File: src/rtl/frodo_decode_seq_if.sv
// Bundle of control, RAM read port and message stream for the FrodoKEM decode sequencer.
// The master modport is the sequencer side; slave is the environment.
interface frodo_decode_seq_if #(
    parameter int ADDR_W = 4
) ();
    logic              start;
    logic [1:0]        level;
    logic              busy;
    logic              done;
    logic              err;
    logic              mem_rd_en;
    logic [ADDR_W-1:0] mem_rd_addr;
    logic [63:0]       mem_rd_data;
    logic              out_valid;
    logic              out_ready;
    logic [63:0]       out_data;
    logic              out_last;

    modport master (
        input  start, level, mem_rd_data, out_ready,
        output busy, done, err, mem_rd_en, mem_rd_addr, out_valid, out_data, out_last
    );

    modport slave (
        output start, level, mem_rd_data, out_ready,
        input  busy, done, err, mem_rd_en, mem_rd_addr, out_valid, out_data, out_last
    );
endinterface

File: src/rtl/frodo_decode_seq.sv
// FrodoKEM message-decode sequencer: reads 16 coefficient words, decodes each
// coefficient to B bits and streams the packed message as 64-bit words.
//   state  | meaning
//   IDLE   | waiting for start
//   READ   | RAM read strobe for word rd_idx
//   WAIT   | RAM data valid, decode and append 4B bits
//   EMIT   | message word offered on the stream
//   DONE   | completion pulse
module frodo_decode_seq #(
    parameter int ADDR_W    = 4,
    parameter int BASE_ADDR = 0
) (
    input  logic                clk,
    input  logic                rst,
    frodo_decode_seq_if.master  bus
);
    localparam logic [2:0] S_IDLE = 3'd0;
    localparam logic [2:0] S_READ = 3'd1;
    localparam logic [2:0] S_WAIT = 3'd2;
    localparam logic [2:0] S_EMIT = 3'd3;
    localparam logic [2:0] S_DONE = 3'd4;

    logic [2:0]   r_state;
    logic [1:0]   r_level;
    logic [127:0] r_acc;
    logic [6:0]   r_cnt;
    logic [4:0]   r_rd_idx;
    logic [1:0]   r_wcnt;
    logic         r_err;

    logic [15:0]  w_s8 [4];
    logic [15:0]  w_s10 [4];
    logic [15:0]  w_bits;
    logic [6:0]   w_nbits;
    logic [1:0]   w_last_idx;
    logic [6:0]   w_cnt_add;
    logic [6:0]   w_cnt_sub;

    // Rounding offsets: half a decode step for each level, wrapping mod 2^16.
    always_comb begin
        for (int i = 0; i < 4; i++) begin
            w_s8[i]  = bus.mem_rd_data[16*i +: 16] + 16'h0800;
            w_s10[i] = bus.mem_rd_data[16*i +: 16] + 16'h1000;
        end
    end

    always_comb begin
        w_bits     = '0;
        w_nbits    = 7'd0;
        w_last_idx = 2'd0;
        case (r_level)
            2'b01: begin
                for (int i = 0; i < 4; i++) w_bits[4*i +: 4] = w_s8[i][15:12];
                w_nbits    = 7'd16;
                w_last_idx = 2'd3;
            end
            2'b10: begin
                for (int i = 0; i < 4; i++) w_bits[3*i +: 3] = w_s10[i][15:13];
                w_nbits    = 7'd12;
                w_last_idx = 2'd2;
            end
            2'b11: begin
                for (int i = 0; i < 4; i++) w_bits[2*i +: 2] = w_s10[i][14:13];
                w_nbits    = 7'd8;
                w_last_idx = 2'd1;
            end
            default: ;
        endcase
    end

    assign w_cnt_add = r_cnt + w_nbits;
    assign w_cnt_sub = r_cnt - 7'd64;

    always_ff @(posedge clk) begin
        if (rst) begin
            r_state  <= S_IDLE;
            r_level  <= 2'b00;
            r_acc    <= '0;
            r_cnt    <= 7'd0;
            r_rd_idx <= 5'd0;
            r_wcnt   <= 2'd0;
            r_err    <= 1'b0;
        end else begin
            r_err <= 1'b0;
            case (r_state)
                S_IDLE: begin
                    if (bus.start) begin
                        if (bus.level == 2'b00) begin
                            r_err <= 1'b1;
                        end else begin
                            r_level  <= bus.level;
                            r_acc    <= '0;
                            r_cnt    <= 7'd0;
                            r_rd_idx <= 5'd0;
                            r_wcnt   <= 2'd0;
                            r_state  <= S_READ;
                        end
                    end
                end
                S_READ: begin
                    r_rd_idx <= r_rd_idx + 5'd1;
                    r_state  <= S_WAIT;
                end
                S_WAIT: begin
                    // Bits above r_cnt are always zero, so OR-in appends.
                    r_acc <= r_acc | (128'(w_bits) << r_cnt);
                    r_cnt <= w_cnt_add;
                    if (w_cnt_add >= 7'd64)       r_state <= S_EMIT;
                    else if (r_rd_idx < 5'd16)    r_state <= S_READ;
                    else                          r_state <= S_DONE;
                end
                S_EMIT: begin
                    if (bus.out_ready) begin
                        r_acc  <= r_acc >> 64;
                        r_cnt  <= w_cnt_sub;
                        r_wcnt <= r_wcnt + 2'd1;
                        if (r_rd_idx < 5'd16)         r_state <= S_READ;
                        else if (w_cnt_sub >= 7'd64)  r_state <= S_EMIT;
                        else                          r_state <= S_DONE;
                    end
                end
                S_DONE:  r_state <= S_IDLE;
                default: r_state <= S_IDLE;
            endcase
        end
    end

    assign bus.busy        = (r_state != S_IDLE);
    assign bus.done        = (r_state == S_DONE);
    assign bus.err         = r_err;
    assign bus.mem_rd_en   = (r_state == S_READ);
    assign bus.mem_rd_addr = (r_state == S_READ) ? ADDR_W'(BASE_ADDR) + ADDR_W'(r_rd_idx) : '0;
    assign bus.out_valid   = (r_state == S_EMIT);
    assign bus.out_data    = (r_state == S_EMIT) ? r_acc[63:0] : 64'd0;
    assign bus.out_last    = (r_state == S_EMIT) && (r_wcnt == w_last_idx);
endmodule
File: src/flat_wrapper.sv
// flat-port wrapper written by rule: the top's interface ports become plain ports
module frodo_decode_seq_flat 
#(
    parameter int ADDR_W    = 4,
    parameter int BASE_ADDR = 0
)
  (clk, rst, bus_start, bus_level, bus_mem_rd_data, bus_out_ready, bus_busy, bus_done, bus_err, bus_mem_rd_en, bus_mem_rd_addr, bus_out_valid, bus_out_data, bus_out_last);
  frodo_decode_seq_if #(.ADDR_W(ADDR_W)) bus_i ();
  input  logic clk;
  input  logic rst;
  input wire logic [$bits(bus_i.start)-1:0] bus_start;
  input wire logic [$bits(bus_i.level)-1:0] bus_level;
  input wire logic [$bits(bus_i.mem_rd_data)-1:0] bus_mem_rd_data;
  input wire logic [$bits(bus_i.out_ready)-1:0] bus_out_ready;
  output wire logic [$bits(bus_i.busy)-1:0] bus_busy;
  output wire logic [$bits(bus_i.done)-1:0] bus_done;
  output wire logic [$bits(bus_i.err)-1:0] bus_err;
  output wire logic [$bits(bus_i.mem_rd_en)-1:0] bus_mem_rd_en;
  output wire logic [$bits(bus_i.mem_rd_addr)-1:0] bus_mem_rd_addr;
  output wire logic [$bits(bus_i.out_valid)-1:0] bus_out_valid;
  output wire logic [$bits(bus_i.out_data)-1:0] bus_out_data;
  output wire logic [$bits(bus_i.out_last)-1:0] bus_out_last;
  assign bus_i.start = bus_start;
  assign bus_i.level = bus_level;
  assign bus_i.mem_rd_data = bus_mem_rd_data;
  assign bus_i.out_ready = bus_out_ready;
  assign bus_busy = bus_i.busy;
  assign bus_done = bus_i.done;
  assign bus_err = bus_i.err;
  assign bus_mem_rd_en = bus_i.mem_rd_en;
  assign bus_mem_rd_addr = bus_i.mem_rd_addr;
  assign bus_out_valid = bus_i.out_valid;
  assign bus_out_data = bus_i.out_data;
  assign bus_out_last = bus_i.out_last;
  frodo_decode_seq #(.ADDR_W(ADDR_W), .BASE_ADDR(BASE_ADDR)) u_core (.clk(clk), .rst(rst), .bus(bus_i));
endmodule
File: config.mk
export PLATFORM = sky130hd
export DESIGN_NAME = frodo_decode_seq_flat
export DESIGN_NICKNAME = d
export VERILOG_FILES = /design/src/rtl/frodo_decode_seq_if.sv /design/src/rtl/frodo_decode_seq.sv /design/src/flat_wrapper.sv
export SDC_FILE = /design/constraint.sdc
export NUM_CORES = 1
export LEC_CHECK = 0
export ABC_AREA = 1
export CAP_MARGIN = 20
export CORE_UTILIZATION = 45
export CTS_BUF_LIST = sky130_fd_sc_hd__clkbuf_16
export CTS_CLUSTER_DIAMETER = 30
export DETAILED_ROUTE_END_ITERATION = 8
export PLACE_DENSITY = 0.69
export SKIP_CTS_REPAIR_TIMING = 1
export SYNTH_ARGS = -nofsm -noshare
export SYNTH_HDL_FRONTEND = slang
export SYNTH_SLANG_ARGS = --single-unit
File: constraint.sdc
create_clock -name clk -period 3.85 [get_ports clk]
set_clock_uncertainty 0.2 [all_clocks]
set_input_delay 0.77 -clock clk [delete_from_list [all_inputs] [get_ports clk]]
set_output_delay 0.77 -clock clk [all_outputs]
set_load 0.01 [all_outputs]
== Word level (Yosys, flattened, before mapping) ==
Cells that the tools add are included.
Cells by class
  $add $sub $neg: 12
  magnitude comparators: 3
  eq/ne operators: 11
  shifts and indexed selects: 1
  mux-type cells: 31
  bitwise operators: 4
  reductions and logical operators: 13
Operators by type and width (number)
  $mux 128: 3
  $pmux 128 s3: 1
  $or 128x128->128: 1
  $shl 16x7->128: 1
  $add 16x12->16 const B: 4
  $add 16x13->16 const B: 4
  $mux 64: 1
  $pmux 8 s3: 1
  $mux 3: 7
  $mux 7: 3
  $pmux 7 s3: 1
  $pmux 5 s3: 1
  $ge 7x7->1 const B: 2
  $pmux 3 s4: 1
  $mux 5: 2
  $pmux 5 s2: 1
  $reduce_and 3->1: 3
  $mux 4: 2
  $pmux 4 s2: 1
  $reduce_and 4->1: 2
  $add 7x5->7: 1
  $sub 7x7->7 const B: 1
  $eq 3x2->1 const B: 2
  $mux 2: 3
  19 further kinds: 26
Word-level totals
  register bits: 148
  output and inout bits: 74
  word-level logic and storage cells: 82

== Logic depth before layout (Yosys ltp) ==
  depth in word-level cells: 6
  mapped depth: 15
  gate-level depth less buffers: 15

== Worst setup path before layout ==
Ideal clock, no wire load.
  path kind: reg-to-reg
  from: register u_core.r_level[0]
  to: register u_core.r_state[1]
  setup time: 0.071 ns
  arrival time: 2.474 ns
  data required time: 3.579 ns
  path slack: 1.105 ns
  stages on the path, launching flop included: 14
  buffers on the path: 1
  clock period less this slack: 2.745 ns
  path through: dfxtp_1 > ha_1 > clkbuf_1 > nor2_1 > nor2_1 > inv_1 > fa_1 > or2_2 > a21oi_1 > xor2_1 > or2_2 > o311ai_0 > nand2_1 > a21oi_1
On the way
  word-level cells in the longest chain between the ends: 6
  elaborated cells on any way between the ends: 8
  classes of those cells: 1 x add/sub; 1 x order compare; 3 x eq/ne; 3 x mux
Ends and longest elaborated chain
  start, declared: line frodo_decode_seq.sv:24  | logic [1:0] r_level;
  start signal, assigned: line frodo_decode_seq.sv:91  | r_level <= bus.level;
  $eq 2x2->1 or $eq 2x1->1 (tied branches): line frodo_decode_seq.sv:51  | case (r_level)
  $pmux 5 s3 *: line frodo_decode_seq.sv:51
  $add 7x5->7 *: line frodo_decode_seq.sv:71  | assign w_cnt_add = r_cnt + w_nbits;
  $ge 7x7->1 *: line frodo_decode_seq.sv:108  | if (w_cnt_add >= 7'd64) r_state <= S_EMIT;
  $mux 3 *: line frodo_decode_seq.sv:108
  $pmux 3 s4 *: line frodo_decode_seq.sv:85  | case (r_state)
  end signal, assigned: line frodo_decode_seq.sv:108
  end signal, assigned: line frodo_decode_seq.sv:109  | else if (r_rd_idx < 5'd16) r_state <= S_READ;
  end signal, assigned: line frodo_decode_seq.sv:110  | else r_state <= S_DONE;
  end, declared: line frodo_decode_seq.sv:23  | logic [2:0] r_state;
Mark *: on every way between the ends. The rest lies on a longest branch, timed or not.
A chain may end at the register's enable or synchronous reset.

== Worst setup path after layout ==
  from: register u_core.r_state[2]
  to: output bus_out_data[21]
On the way
  word-level cells in the longest chain between the ends: 2
Ends and longest elaborated chain
  start signal, assigned: line frodo_decode_seq.sv:76  | r_state <= S_IDLE;
  start signal, assigned: line frodo_decode_seq.sv:96  | r_state <= S_READ;
  start signal, assigned: line frodo_decode_seq.sv:102  | r_state <= S_WAIT;
  $eq 3x2->1: line frodo_decode_seq.sv:134  | assign bus.out_data = (r_state == S_EMIT) ? r_acc[63:0] : 64'd0;
  $mux 64: line frodo_decode_seq.sv:134
  end, declared: line flat_wrapper.sv:21  | output wire logic [$bits(bus_i.out_data)-1:0] bus_out_data;
Every way passes these cells.

==> metrics.yaml <==
detailed_routing:
  drc: 6
  drt-wirelength-per-cell_um: 16.25
  firstDrtPassIters: 8
  routed_wl_um: 25340
  vias: 8977
  antenna_left: 0
  vias_per_cell: 5.758
  drtIter0Drc: 935
synth:
  synth.distinct_cells: 40
  synth_nets: 1359
  synth-edff-count: 0
  ys.flop_type: "dfxtp_1"
  synth_area_um2: 8451
  avgSynthCellArea_um2: 6.649
  postSynth.asyncResetShare_pct: 0
  synthCells: 1271
  synth_seq_cells: 146
  yosysSeqAreaShare_pct: 34.59
  ys_warn_count: 0
sta:
  whs_ns: 0.2493
  relSlewSlack_pct: 45.49
  maxSlewViolCount: 0
  period_needed_ns: 3.460
  setup_viol: 0
  grt_setup_unrepaired: "false"
  clock.fmax_mhz: 289.0
  setup_ws_ns: 0.3901
  fin_tns_setup_ns: 0
  hold_viol_final: 0
  finalCritPeriodShare_pct: 89.87
  worstMarginPinSlew_ns: 0.8177
worst_setup_path:
  start_kind: "flop"
  cp.arrival_ns: 2.49
  required_ns: 2.88
  rr_endpoint: "u_core.r_acc[30]"
  setup.worst_path.class: "reg -> out"
  r2r_cells: 12
  cp-endpoint: "bus_out_data[21]"
  cp-startpoint: "u_core.r_state[2]"
  critPathCaptureType: "primary output"
  reg2reg_slack_ns: 0.75
  cp_max_fo: 40
  r2r-start: "u_core.r_level[1]"
placed_design:
  hpwl_um: 16420
  placed_cells: 1527
  port_buffers: 99
  place_ws_ns: 0.3966
  gp_congestion: 0.9236
pwr:
  ir_drop_mv: 0.3439
  p_leak_nw: 3.586
  power_density_nw_per_um2: 402.6
status:
  violations: "DRC"
  status: "finished with violations"
floorplan:
  rows: 49
  dieWidth_um: 139.0
  initial_core_util_pct: 46.41
  design.core.area_um2: 18210
  io_pins: 144
  dieHeight_um: 139.0
  die-area_um2: 19330
min_path:
  hold_depth: 2
  hp-class: "reg -> reg"
cts:
  root_buffer: "clkbuf_16"
  cts-buffers-inserted: 17
  worst_skew_pair.late_latency_ns: 0.44
  htreeDepth: 4
  cts_tree: "yes"
  path_clk_slew_ns: 0.06
  ctsLongestPathBuffers: 2
  clock_sinks: 146
layout:
  area_growth_pct: 20.12
  fin_cells: 1559
  layout-drive-gt1-share_pct: 6.241
  finalNetCount: 1405
  num_antenna_cells: 0
  fin_util_pct: 55.75
global_routing:
  grt_overflow: 0
  first_global_vias: 8377
  grt_max_degree: 69
  antenna_found_initial: 0
  grt_pass1_wl_um: 42360
  grtUsageTotal_pct: 27.03
job:
  drv_cap: 0
## cell usage in the layout, fill, tap and decap left out, types with 3 or more instances in the layout
| master | count |
|---|---|
| clkbuf_16 | 17 |
| clkinv_1 | 3 |
| or2_2 | 7 |
| inv_6 | 3 |
| o211ai_1 | 10 |
| nor3_1 | 13 |
| xor2_1 | 3 |
| a21oi_1 | 144 |
| nand3_1 | 135 |
| dfxtp_1 | 145 |
| clkdlybuf4s50_1 | 99 |
| inv_2 | 8 |
| nand4_1 | 56 |
| clkinv_4 | 5 |
| buf_4 | 25 |
| o21ai_0 | 97 |
| inv_1 | 162 |
| nor2_4 | 3 |
| nor2_1 | 124 |
| ha_1 | 17 |
| a31oi_1 | 3 |
| a221oi_1 | 60 |
| o22ai_1 | 3 |
| nand2_1 | 161 |
## layout make-up
| class | instances | area (um^2) |
|---|---|---|
| sequential | 146 | 2924 |
| timing repair buffer | 126 | 1219 |
| tap | 229 | 286.5 |
| clock inverter | 15 | 158.9 |
| fill | 1778 | 8058 |
| multi-input combinational | 854 | 4492 |
| clock buffer | 17 | 425.4 |
| inverter | 172 | 645.6 |
## metal layers
metal / up-vias / global-route usage, % / part of all wire (%)
met4: 0 / 9.532 / 2.4
met1: 4121 / 37.31 / 46
met3: 48 / 5.283 / 7.4
li1: 4437 / - / -
met5: - / 0 / 0
met2: 371 / 41.87 / 44
## worst max-delay path, cell delays in order (launching register included)
cell	delay [ns]
dfxtp_1	0.44
nor3_4	0.08
inv_2	0.46
buf_4	0.48
nor2_1	0.08
clkdlybuf4s50_1	0.50
## worst min path at each step
stage | startpoint | endpoint | slack [ns]
floorplan | u_core.r_acc[101] | u_core.r_acc[101] | 0.23
CTS | u_core.r_acc[91] | u_core.r_acc[91] | 0.25
global placement | u_core.r_acc[65] | u_core.r_acc[65] | 0.24
global route | u_core.r_acc[106] | u_core.r_acc[106] | 0.27
finish | u_core.r_acc[87] | u_core.r_acc[87] | 0.25
detailed placement | u_core.r_acc[91] | u_core.r_acc[91] | 0.24
## through the flow
stage | total power (W) | instance area, um^2
2_1_floorplan | 0.002228 | 8451
3_3_place_gp | 0.002445 | 9567
3_5_place_dp | 0.002457 | 9567
4_1_cts | 0.004097 | 10150
5_1_grt | 0.004275 | 10150
6_report | 0.004086 | 10150
## where the power goes
group,switching (W),total [W],internal (W)
Clock,0.000688,0.00165,0.000958
Sequential,0.0000920,0.00171,0.00162
Combinational,0.000481,0.000726,0.000245
## state kept, by name (all words and copies together), names as in the netlist
signal,cells
u_core.r_cnt,5
u_core.r_acc,128
u_core.r_wcnt,2
u_core.r_rd_idx,5
u_core.r_state,3
u_core.r_level,2
u_core.bus.err,1
## Yosys cell counts (6+ instances only)
cell type / n / area, um^2
inv_1: 164 / 615.6
nand2_1: 162 / 608.1
dfxtp_1: 146 / 2923
a21oi_1: 144 / 720.7
nand3_1: 135 / 675.7
nor2_1: 126 / 473.0
o21ai_0: 97 / 485.5
clkbuf_1: 61 / 229.0
a221oi_1: 60 / 525.5
nand4_1: 56 / 350.3
buf_1: 17 / 63.81
ha_1: 17 / 212.7
buf_2: 16 / 80.08
nor3_1: 13 / 65.06
o211ai_1: 10 / 75.07
or2_2: 7 / 43.79
inv_2: 6 / 22.52
## kinds of logic (layout without fill, tap and decap cells)
group | Yosys count | in the layout | synth area share, %
buffers and inverters | 271 | 330 | 12.54
adders and majority gates | 18 | 18 | 2.754
AOI/OAI and AO/OA | 326 | 326 | 22.70
xor gates and xnor gates | 3 | 3 | 0.3110
DFF | 146 | 146 | 34.59
and+or+nand+nor | 507 | 507 | 27.11
No activity file was read; power rests on OpenSTA's default activity.
